===== src/rtl/tone_player_if.sv =====
// Control and status bundle for tone_player: note request inputs and
// buzzer/busy/over outputs. The master drives requests; the slave is the player.
interface tone_player_if;
    logic       en;
    logic       start;
    logic [1:0] octave;
    logic [2:0] note;
    logic [2:0] length;
    logic       buzzer;
    logic       busy;
    logic       over;

    modport master (
        output en, start, octave, note, length,
        input  buzzer, busy, over
    );

    modport slave (
        input  en, start, octave, note, length,
        output buzzer, busy, over
    );
endinterface


===== src/rtl/tone_player.sv =====
// Single-note square-wave tone player: IDLE -> PLAY (-> GAP) -> IDLE.
// Optional feature macro: TONE_GAP_EN adds a silent GAP state after each note.
module tone_player #(
    parameter int CLK_HZ      = 100_000_000,
    parameter int UNIT_CYCLES = 25_000_000,
    parameter int GAP_CYCLES  = 2_500_000
) (
    input  logic          clk,
    input  logic          rst,
    tone_player_if.slave  bus
);

    localparam int DW = $clog2(8 * UNIT_CYCLES + 1);

    if (UNIT_CYCLES < 1 || GAP_CYCLES < 0 || CLK_HZ < 2 * 494) begin : g_bad_params
        $error("tone_player: unsupported CLK_HZ/UNIT_CYCLES/GAP_CYCLES");
    end

    typedef enum logic [1:0] {
        S_IDLE,
        S_PLAY
`ifdef TONE_GAP_EN
        , S_GAP
`endif
    } state_t;

    // Mid-octave half-period per note, then scaled by octave.
    function automatic logic [18:0] hp_of(input logic [2:0] n, input logic [1:0] o);
        logic [19:0] base;
        logic [18:0] hp;
        case (n)
            3'd1:    base = 20'(CLK_HZ / (2 * 262));
            3'd2:    base = 20'(CLK_HZ / (2 * 294));
            3'd3:    base = 20'(CLK_HZ / (2 * 330));
            3'd4:    base = 20'(CLK_HZ / (2 * 349));
            3'd5:    base = 20'(CLK_HZ / (2 * 392));
            3'd6:    base = 20'(CLK_HZ / (2 * 440));
            3'd7:    base = 20'(CLK_HZ / (2 * 494));
            default: base = '0;
        endcase
        case (o)
            2'd0:    hp = 19'(base << 1);
            2'd1:    hp = 19'(base);
            2'd2:    hp = 19'(base >> 1);
            default: hp = 19'(base >> 2);
        endcase
        return hp;
    endfunction

    state_t          r_state, w_state_next;
    logic            r_buzz,  w_buzz_next;
    logic            r_over,  w_over_next;
    logic            r_rest,  w_rest_next;
    logic [18:0]     r_hp,    w_hp_next;
    logic [18:0]     r_pcnt,  w_pcnt_next;
    logic [DW-1:0]   r_dcnt,  w_dcnt_next;
    logic [DW-1:0]   w_dur_load;
    logic            w_pcnt_wrap;

`ifdef TONE_GAP_EN
    localparam int GW = $clog2(GAP_CYCLES + 2);
    logic [GW-1:0]   r_gcnt,  w_gcnt_next;
`endif

    assign w_dur_load  = DW'((32'(bus.length) + 32'd1) * 32'(UNIT_CYCLES) - 32'd1);
    // Compare with a carry bit so an all-ones counter cannot wrap past the limit.
    assign w_pcnt_wrap = ({1'b0, r_pcnt} + 20'd1) >= {1'b0, r_hp};

    always_comb begin
        w_state_next = r_state;
        w_buzz_next  = 1'b0;
        w_over_next  = 1'b0;
        w_rest_next  = r_rest;
        w_hp_next    = r_hp;
        w_pcnt_next  = r_pcnt;
        w_dcnt_next  = r_dcnt;
`ifdef TONE_GAP_EN
        w_gcnt_next  = r_gcnt;
`endif
        if (!bus.en) begin
            w_state_next = S_IDLE;
        end else begin
            case (r_state)
                S_IDLE: begin
                    if (bus.start) begin
                        w_state_next = S_PLAY;
                        w_hp_next    = hp_of(bus.note, bus.octave);
                        w_rest_next  = (bus.note == 3'd0);
                        w_buzz_next  = (bus.note != 3'd0);
                        w_pcnt_next  = '0;
                        w_dcnt_next  = w_dur_load;
                    end
                end
                S_PLAY: begin
                    if (r_dcnt == '0) begin
`ifdef TONE_GAP_EN
                        if (GAP_CYCLES > 0) begin
                            w_state_next = S_GAP;
                            w_gcnt_next  = GW'(GAP_CYCLES - 1);
                        end else begin
                            w_state_next = S_IDLE;
                            w_over_next  = 1'b1;
                        end
`else
                        w_state_next = S_IDLE;
                        w_over_next  = 1'b1;
`endif
                    end else begin
                        w_dcnt_next = r_dcnt - 1'b1;
                        w_buzz_next = r_buzz;
                        if (!r_rest) begin
                            if (w_pcnt_wrap) begin
                                w_buzz_next = ~r_buzz;
                                w_pcnt_next = '0;
                            end else begin
                                w_pcnt_next = r_pcnt + 19'd1;
                            end
                        end
                    end
                end
`ifdef TONE_GAP_EN
                S_GAP: begin
                    if (r_gcnt == '0) begin
                        w_state_next = S_IDLE;
                        w_over_next  = 1'b1;
                    end else begin
                        w_gcnt_next = r_gcnt - 1'b1;
                    end
                end
`endif
                default: w_state_next = S_IDLE;
            endcase
        end
    end

    always_ff @(posedge clk) begin
        if (rst) begin
            r_state <= S_IDLE;
            r_buzz  <= 1'b0;
            r_over  <= 1'b0;
            r_rest  <= 1'b0;
            r_hp    <= '0;
            r_pcnt  <= '0;
            r_dcnt  <= '0;
`ifdef TONE_GAP_EN
            r_gcnt  <= '0;
`endif
        end else begin
            r_state <= w_state_next;
            r_buzz  <= w_buzz_next;
            r_over  <= w_over_next;
            r_rest  <= w_rest_next;
            r_hp    <= w_hp_next;
            r_pcnt  <= w_pcnt_next;
            r_dcnt  <= w_dcnt_next;
`ifdef TONE_GAP_EN
            r_gcnt  <= w_gcnt_next;
`endif
        end
    end

    assign bus.buzzer = r_buzz;
    assign bus.over   = r_over;
    assign bus.busy   = (r_state != S_IDLE);

endmodule


===== src/flat_wrapper.sv =====
// flat-port wrapper written by rule: the top's interface ports become plain ports
module tone_player_flat 
#(
    parameter int CLK_HZ      = 100_000_000,
    parameter int UNIT_CYCLES = 25_000_000,
    parameter int GAP_CYCLES  = 2_500_000
)
  (clk, rst, bus_en, bus_start, bus_octave, bus_note, bus_length, bus_buzzer, bus_busy, bus_over);
  tone_player_if bus_i ();
  input  logic clk;
  input  logic rst;
  input wire logic [$bits(bus_i.en)-1:0] bus_en;
  input wire logic [$bits(bus_i.start)-1:0] bus_start;
  input wire logic [$bits(bus_i.octave)-1:0] bus_octave;
  input wire logic [$bits(bus_i.note)-1:0] bus_note;
  input wire logic [$bits(bus_i.length)-1:0] bus_length;
  output wire logic [$bits(bus_i.buzzer)-1:0] bus_buzzer;
  output wire logic [$bits(bus_i.busy)-1:0] bus_busy;
  output wire logic [$bits(bus_i.over)-1:0] bus_over;
  assign bus_i.en = bus_en;
  assign bus_i.start = bus_start;
  assign bus_i.octave = bus_octave;
  assign bus_i.note = bus_note;
  assign bus_i.length = bus_length;
  assign bus_buzzer = bus_i.buzzer;
  assign bus_busy = bus_i.busy;
  assign bus_over = bus_i.over;
  tone_player #(.CLK_HZ(CLK_HZ), .UNIT_CYCLES(UNIT_CYCLES), .GAP_CYCLES(GAP_CYCLES)) u_core (.clk(clk), .rst(rst), .bus(bus_i));
endmodule

===== config.mk =====
export PLATFORM = sky130hd
export DESIGN_NAME = tone_player_flat
export DESIGN_NICKNAME = d
export VERILOG_FILES = /design/src/rtl/tone_player_if.sv /design/src/rtl/tone_player.sv /design/src/flat_wrapper.sv
export SDC_FILE = /design/constraint.sdc
export NUM_CORES = 1
export LEC_CHECK = 0
export ABC_AREA = 1
export CAP_MARGIN = 10
export CORE_MARGIN = 4
export CORE_UTILIZATION = 50
export CTS_CLUSTER_SIZE = 30
export DETAILED_ROUTE_END_ITERATION = 8
export GPL_TIMING_DRIVEN = 0
export PLACE_DENSITY = 0.67
export SYNTH_ARGS = -nofsm -noshare
export SYNTH_HDL_FRONTEND = slang
export SYNTH_SLANG_ARGS = --single-unit
export TNS_END_PERCENT = 5

===== constraint.sdc =====
create_clock -name clk -period 4.1 [get_ports clk]
set_input_delay 0.82 -clock clk [delete_from_list [all_inputs] [get_ports clk]]
set_output_delay 0.82 -clock clk [all_outputs]
set_load 0.005 [all_outputs]

==> flow_metrics.tcl <==
set metrics [dict create \
    status "complete, no violations" \
    start_kind "input pin" \
    synth-edff-count 0 \
    diodes 0 \
    min-delay-start "u_core.r_hp[8]" \
    grtUsageTotal 0.256 \
    grt_pass1_vias 6128 \
    fp-row-count 41 \
    cts_buffers 9 \
    worstSkewPairLatency_ps 340 \
    critPathArrivalTime_ps 4250 \
    cp-startpoint "bus_length[0]" \
    cts_hold_buffers 0 \
    die_h_um 121 \
    core_um2 12600 \
    irDropWorstVdd_mv 0.286 \
    routabilityCongestion 0.964 \
    max-slew-margin-rel 0.535 \
    yosys_warnings 0 \
    maxCapViolCount 0 \
    p_leak_uw 0.00326 \
    syn_to_final_growth_pct 16.2 \
    final_cells 1214 \
    crit_slowest_cell "fa_1" \
    worst_slew_pin_slew_ps 698 \
    num-nets-final 1103 \
    synth_area_per_cell_um2 6.41 \
    drc 0 \
    crit_type "in2reg" \
    power_density_nw_per_um2 383 \
    firstDrtPassIters 5 \
    fin_skew_ps 8.67 \
    synth_area_leaders "dfxtp_1, nand2_1, ha_1" \
    crit_fanout 9 \
    ys_seq_area_frac 0.219 \
    hp-class "reg2reg" \
    synth_cell_types 55 \
    place_area_um2 6740 \
    cp_top_family "adder cells" \
    dp_hpwl_um 13900 \
    synth_top_area_cell "dfxtp_1" \
    max_freq_mhz 251 \
    cts_tree "built" \
    clk_path_buf_depth 2 \
    num_vias 6735 \
    io_pins 15 \
    synthDominantCellAreaShare 0.219 \
    n_fill_cell 1238 \
    cts_max_level 3 \
    grt_pass1_wl_um 30200 \
    synthCells 996 \
    synthesis.area_um2 6380 \
    synthArstFlopShare 0 \
    critPathMaxStageDelay_ps 520 \
    syn_nets 1062 \
    drt_iter0_drc 535 \
    final_hold_viol_count 0 \
    clock_sinks 70 \
    ys.flop_type "dfxtp_1" \
    setup_viol 0 \
    ant_nets 0 \
    critical_path_buf_inv_count 5 \
    ys_seq_elements 70 \
    totalWireLength_um 18700 \
    finalMaxSlewViolations 0 \
    synth_common_cells "nand2_1, inv_1, nor2_1" \
    r2r_start "u_core.r_pcnt[0]" \
    root_buffer "clkbuf_16" \
    cp-end-kind "flip-flop" \
    dieArea_um2 14600 \
    die_x_um 121 \
    yosys.cell_count.top_type "nand2_1" \
    drive_gt1_frac 0.136 \
    fin_area_um2 7420 \
    antenna_found_initial 0 \
    period_share 0.972 \
    via_per_inst 5.55 \
    start_util 0.508 \
    cpMostUsedCell "nand2_1" \
    placedCellCount 1181 \
    crit_chain "buf_8, clkinvlp_4, ha_4, clkinvlp_4, fa_2, fa_1, ha_4, buf_4, nand3_1, nand2_2, buf_4, xor2_4, nand3_2, nor2_2, nand3_1, nand2_1, nand2_1, nand2_1, nand2_1, a21oi_1" \
    critPathRequiredTime_ps 4360 \
    period_needed_ps 3980 \
    wl_per_cell_um 15.4 \
    io_buffers 13 \
    clkSlewWorstSetupHoldPaths_ps 60 \
    grt_max_degree 12 \
    overflow 0 \
]
[power by group]
| group | switching, uW | total, uW | internal (uW) |
|---|---|---|---|
| Clock | 304 | 793 | 489 |
| Sequential | 47.8 | 777 | 729 |
| Combinational | 787 | 1270 | 483 |
[area by class of cell]
type / instances / area [um^2] / area share
multi-input combinational: 740 / 4470 / 0.602
sequential: 70 / 1400 / 0.189
clock inverter: 3 / 43.8 / 0.00590
clock buffer: 13 / 250 / 0.0337
timing repair buffer: 30 / 278 / 0.0374
inverter: 157 / 601 / 0.0809
tap: 172 / 215 / 0.0290
buffer: 29 / 161 / 0.0218
[through the flow]
step | worst slack (ps) | utilization | TNS (ps) | power, uW | hold WS, ps
after floorplan | 43.7 | - | 0 | 1580 | 443
after global placement | -1440 | 0.536 | -8240 | 1840 | 454
after detailed placement | -1500 | 0.536 | -8400 | 1840 | 456
after CTS | 11.6 | 0.570 | 0 | 2680 | 465
after global routing | -47.0 | 0.590 | -65.3 | 3030 | 485
final | 117 | 0.590 | 0 | 2840 | 464
[routing by layer]
metal | wire length [um] | GRT usage | part of all wire | vias to the layer above
li1 | - | - | - | 3387
met1 | 8640 | 0.365 | 0.46 | 3087
met2 | 8530 | 0.403 | 0.46 | 232
met3 | 1180 | 0.0378 | 0.063 | 29
met4 | 327 | 0.0729 | 0.018 | 0
met5 | 0 | 0 | 0 | -
[timing repair]
item,in CTS,in global routing
setup buffers,5,12
setup endpoints to repair,7,5
gates resized for setup,32,43
pin swaps,4,20
[registers in the layout, indices dropped and copies added (netlist names)]
| signal | cells |
|---|---|
| u_core.r_hp | 19 |
| u_core.r_pcnt | 19 |
| u_core.bus.buzzer | 1 |
| u_core.bus.over | 1 |
| u_core.r_dcnt | 28 |
| u_core.r_rest | 1 |
| u_core.r_state | 1 |
[cell usage in the layout, fill, tap and decap left out, drive strengths merged, types with 3 or more instances in the layout]
| master | synthesis | final |
|---|---|---|
| a211oi | 7 | 7 |
| a21boi | 3 | 3 |
| a21oi | 81 | 81 |
| a221oi | 8 | 8 |
| a31o | 3 | 3 |
| a31oi | 12 | 12 |
| buf | 13 | 32 |
| clkbuf | 16 | 29 |
| clkdlybuf4s50 | 0 | 10 |
| clkinv | 1 | 3 |
| dfxtp | 70 | 70 |
| fa | 8 | 8 |
| ha | 46 | 46 |
| inv | 156 | 154 |
| nand2 | 215 | 215 |
| nand3 | 46 | 46 |
| nand3b | 4 | 4 |
| nand4 | 39 | 39 |
| nor2 | 121 | 121 |
| nor3 | 16 | 16 |
| nor4 | 5 | 5 |
| o211ai | 5 | 5 |
| o21ai | 74 | 74 |
| or2 | 4 | 4 |
| xnor2 | 11 | 11 |
| xor2 | 15 | 15 |
[path summary, 6_finish.rpt]
path	to	cells after the start	slack (ps)
worst min-delay path	u_core.r_hp[8]	2	460
worst max-delay path	u_core.r_dcnt[27]	20	120
worst min register to register	u_core.r_hp[8]	2	460
worst max register to register	u_core.r_pcnt[11]	19	480
[cell families after synthesis]
family                   Yosys count  share of synthesized area
XOR/XNOR                          26                     0.0357
buffers and inverters            186                      0.118
AND/OR/NAND/NOR                  453                      0.325
adder cells (fa/ha/maj)           54                      0.115
flip-flops                        70                      0.219
AO/OA/AOI/OAI                    207                      0.186
[tightest hold or removal path, stage by stage (launching register included)]
cell and delay [ps]:
dfxtp_1 310, nand2_1 60, a21oi_1 50
Power figures use the tool's default switching activity.
